===== src/rtl/saturn_debug_uart_tx.sv =====
// saturn_debug_uart_tx: FIFO-buffered 8N1 UART transmitter for the Saturn debugger character stream.
module saturn_debug_uart_tx #(
  parameter int CLK_DIV = 104,
  parameter int FIFO_DEPTH_LOG2 = 4
) (
  input  logic       i_clk,
  input  logic       i_reset,
  input  logic [7:0] i_char,
  input  logic       i_char_valid,
  output logic       o_char_ready,
  output logic       o_overflow,
  output logic       o_busy,
  output logic       o_tx
);
  localparam int DEPTH = 1 << FIFO_DEPTH_LOG2;
  localparam int BW = $clog2(CLK_DIV);
  typedef enum logic [1:0] {IDLE, START, DATA, STOP} state_t;
  state_t state, state_n;
  logic [7:0] mem [DEPTH];
  logic [FIFO_DEPTH_LOG2-1:0] wr_ptr, rd_ptr;
  logic [FIFO_DEPTH_LOG2:0] count;
  logic [BW-1:0] baud, baud_n;
  logic [2:0] bit_idx, bit_n;
  logic [7:0] shift, shift_n;
  logic tx_n, push, pop, empty, baud_end;
  assign empty = count == '0;
  assign o_char_ready = count != (FIFO_DEPTH_LOG2+1)'(DEPTH);
  assign push = i_char_valid && o_char_ready;
  assign baud_end = baud == BW'(CLK_DIV - 1);
  assign o_busy = !empty || state != IDLE;
  always_comb begin
    state_n = state;
    baud_n = baud_end ? '0 : baud + 1'b1;
    bit_n = bit_idx;
    shift_n = shift;
    tx_n = o_tx;
    pop = 1'b0;
    case (state)
      IDLE: begin
        baud_n = '0;
        tx_n = 1'b1;
        if (!empty) begin
          pop = 1'b1;
          shift_n = mem[rd_ptr];
          tx_n = 1'b0;
          state_n = START;
        end
      end
      START: if (baud_end) begin
        tx_n = shift[0];
        bit_n = '0;
        state_n = DATA;
      end
      DATA: if (baud_end) begin
        if (bit_idx != 3'd7) begin
          shift_n = shift >> 1;
          tx_n = shift[1];
          bit_n = bit_idx + 1'b1;
        end else begin
          tx_n = 1'b1;
          state_n = STOP;
        end
      end
      STOP: if (baud_end) begin
        // chain straight into the next start bit so queued chars leave no idle gap
        if (!empty) begin
          pop = 1'b1;
          shift_n = mem[rd_ptr];
          tx_n = 1'b0;
          state_n = START;
        end else begin
          state_n = IDLE;
        end
      end
      default: state_n = IDLE;
    endcase
  end
  always_ff @(posedge i_clk) begin
    if (i_reset) begin
      state <= IDLE;
      baud <= '0;
      bit_idx <= '0;
      shift <= '0;
      o_tx <= 1'b1;
      wr_ptr <= '0;
      rd_ptr <= '0;
      count <= '0;
      o_overflow <= 1'b0;
    end else begin
      state <= state_n;
      baud <= baud_n;
      bit_idx <= bit_n;
      shift <= shift_n;
      o_tx <= tx_n;
      if (push) wr_ptr <= wr_ptr + 1'b1;
      if (pop) rd_ptr <= rd_ptr + 1'b1;
      count <= count + {{FIFO_DEPTH_LOG2{1'b0}}, push} - {{FIFO_DEPTH_LOG2{1'b0}}, pop};
      if (i_char_valid && !o_char_ready) o_overflow <= 1'b1;
    end
  end
  always_ff @(posedge i_clk) begin
    if (push && !i_reset) mem[wr_ptr] <= i_char;
  end
endmodule

===== config.mk =====
export PLATFORM = sky130hd
export DESIGN_NAME = saturn_debug_uart_tx
export DESIGN_NICKNAME = d
export VERILOG_FILES = /design/src/rtl/saturn_debug_uart_tx.sv
export SDC_FILE = /design/constraint.sdc
export NUM_CORES = 1
export LEC_CHECK = 0
export BUFFER_PORTS_ARGS = -buffer_cell sky130_fd_sc_hd__buf_2
export CAP_MARGIN = 5
export CORE_MARGIN = 4
export CORE_UTILIZATION = 42
export DETAILED_ROUTE_END_ITERATION = 12
export SYNTH_ARGS = -nofsm -noshare
export SYNTH_HDL_FRONTEND = slang
export SYNTH_SLANG_ARGS = --single-unit

===== constraint.sdc =====
create_clock -name i_clk -period 7.1 [get_ports i_clk]
set_input_delay 0 -clock i_clk [delete_from_list [all_inputs] [get_ports i_clk]]
set_output_delay 0 -clock i_clk [all_outputs]
set_load 0.05 [all_outputs]

==> out/metrics.cfg <==
[run_status]
outcome=completed

[setup_path]
critPathKind=reg2reg
required_ps=7390
r2r_setup_slack_ps=4300
cp-end-kind=register
max_stage_delay_ps=410
crit_slowest_cell=fa_1
crit_arrival_ps=3080
critical_path_peak_fanout=6
path_cells=ha_1 > and3_1 > a31oi_1 > nor3_2 > xnor2_1 > ha_1 > fa_1 > a21oi_1 > nor2_1 > nor2_1 > xnor2_1 > nor2_1
reg2regPathDepth=12
crit_top_cell=nor2_1
critPathLaunchType=register

[routing]
drt_first_pass_iters=5
avgViaCountPerCell=5.29
routed_wl_um=13300
vias=3773
drt_iter0_markers=272
wire_per_inst_um=18.7
drc_errors=0
route.antenna.remaining_nets=0

[clock_tree]
clock_sinks=167
cts_setup_buffers=0
clk_path_buf_depth=2
htreeDepth=4
hold_buffers=9
cts_tree=done
clk_pin_slew_ps=60
ctsResizeCount=0
cts-buffers-inserted=17
cts-root-buf=clkbuf_16
clock_latency_ps=430

[yosys]
yosys_warnings=0
synth_edf_count=128
syn-mean-instance-area_sq_um=15.1
synth_cells=462
yosysSeqAreaShare=0.665
synth_top_area_frac=0.552
synthFlopType=edfxtp_1
synth_area_leaders=edfxtp_1 55%, dfxtp_1 11%, mux2i_1 4.0%
synth.distinct_cells=55
synth_seq_cells=167
async_flop_share=0
syn_area_sq_um=6960
synth.net_count=492
yosys.area.top_type=edfxtp_1

[power_and_ir_drop]
ir_drop_mv=0.154
power_mw=2.66
powerDensity_nw_per_um2=341
leakagePower_nw=2.52

[timing]
fin_tns_setup_ps=0
slew_viol_final=0
rsz0062_at_grt=no
worst_pin_slew_ps=1030
finalHoldViolCount=0
fmax_mhz=358
setup_viol=0
min_period_over_period=0.394
hold_ws_ps=76.0
max_slew_margin=0.314
period_needed_ps=2800
skew_ps=9.64

[global_route]
grt_pass1_vias=3879
use_met3=0.0357
grt_max_degree=35
grt_overflow=0
use_met2=0.255
antenna_found_initial=0
top_usage_layer=met2
grtUsageTotal=0.155
met1_usage=0.205
grt_first_pass_wirelength_um=21500

[final_layout]
n_antenna_cell=0
num-fill-cells=1377
drive_above_1_share=0.127
area_growth_pct=12.2
finish.utilization=0.486
fin_nets=514
fin_area_sq_um=7810

[floorplan]
start_util=0.433
die_h_um=137
core_area_sq_um=16100
die_area_sq_um=18700
die_x_um=137
design.portCount=15
fp-row-count=46

[placement]
numPortBuffers=14
place_area_sq_um=7190
gp_congestion=0.797
hpwl_um=8700

[hold_path]
hold_class=in2reg
whs_path_depth=2

[flow_run]
max_cap_violations=0

cell families (layout without fill, tap and decap cells):
| logic type | count (synthesis) | count (layout) | share of synthesized area |
|---|---|---|---|
| DFF | 167 | 167 | 0.665 |
| and+or+nand+nor | 122 | 122 | 0.0881 |
| AOI/OAI and AO/OA | 59 | 59 | 0.0584 |
| muxes | 49 | 49 | 0.111 |
| buffers and inverters | 30 | 65 | 0.0221 |
| adders and majority gates | 19 | 19 | 0.0352 |
| xor gates and xnor gates | 16 | 16 | 0.0201 |
cell usage after synthesis (2+ instances only):
master,number
xnor2_1,10
o21ai_0,2
mux2i_1,28
nand4_1,3
a22oi_1,12
nand2b_1,6
dfxtp_1,39
xor2_1,6
ha_1,18
a31oi_1,7
edfxtp_1,128
a211oi_1,4
and2_1,5
a32o_1,6
buf_6,2
nand3_1,4
a21oi_1,17
buf_1,3
nor3_1,2
mux4_2,11
or3_1,2
nand2_1,31
buf_2,7
nand4b_1,2
o21ai_1,2
inv_1,9
clkbuf_1,7
nor2b_1,9
nor2_1,46
mux4_1,9
worst max-delay path: cells and delay by family, from the launching register on:
kind / cells / cell delay (ps)
AO/OA/AOI/OAI: 2 / 350
XOR/XNOR: 2 / 250
adder cells (fa/ha/maj): 3 / 840
flip-flops: 1 / 360
AND/OR/NAND/NOR: 5 / 880
worst paths after layout:
| check | startpoint | end |
|---|---|---|
| setup / recovery | baud[0] | count[4] |
| setup reg to reg | baud[0] | count[4] |
| hold reg to reg | baud[0] | baud[0] |
| hold / removal | i_reset | register |
flip-flops by register name, summed over array words and instances (netlist names), named ones only:
name	cells
count	5
bit_idx	3
baud	7
o_overflow	1
wr_ptr	4
o_tx	1
rd_ptr	4
shift	8
state	2
mem	128
report_power, final:
group	leakage (nW)	total, mW	internal [mW]	switching (mW)
Clock	0.255	0.829	0.452	0.377
Sequential	1.47	1.17	1.12	0.0566
Combinational	0.796	0.662	0.282	0.379
metrics by stage:
stage | cells | setup WS, ps
5_1_grt | 713 | 4120
4_1_cts | 713 | 4320
3_3_place_gp | 672 | 4410
6_report | 713 | 4300
2_1_floorplan | 462 | 4500
3_5_place_dp | 672 | 4350
per-layer routing:
layer	share of wire	routed length, um	up-vias
met5	0	0	-
met4	0.013	179	0
met3	0.039	525	17
met2	0.49	6560	77
met1	0.45	6060	1878
li1	-	-	1801
final cells by class:
| class | instances | area [sq um] | area share |
|---|---|---|---|
| Tap cell | 216 | 270 | 0.0346 |
| Timing Repair Buffer | 24 | 168 | 0.0215 |
| Clock buffer | 20 | 437 | 0.0559 |
| Sequential cell | 167 | 4630 | 0.592 |
| Multi-Input combinational cell | 265 | 2180 | 0.279 |
| Clock inverter | 12 | 92.6 | 0.0119 |
| Inverter | 9 | 33.8 | 0.00433 |
layout by cell type (no fill, tap or decap), types with 5 or more instances in the layout:
cell type,synthesis,final
mux4_2,11,11
nand2b_1,6,6
mux2i_1,28,28
nor2b_1,9,9
clkbuf_16,0,17
xnor2_1,10,10
buf_2,7,14
dfxtp_1,39,38
nor2_1,46,46
nand2_1,31,31
dlygate4sd3_1,0,9
and2_1,5,5
inv_1,9,9
a31oi_1,7,7
a22oi_1,12,12
mux4_1,9,9
a21oi_1,17,17
xor2_1,6,6
ha_1,18,18
edfxtp_1,128,128
a32o_1,6,6
Note: power is estimated with default switching activity, not from simulation.
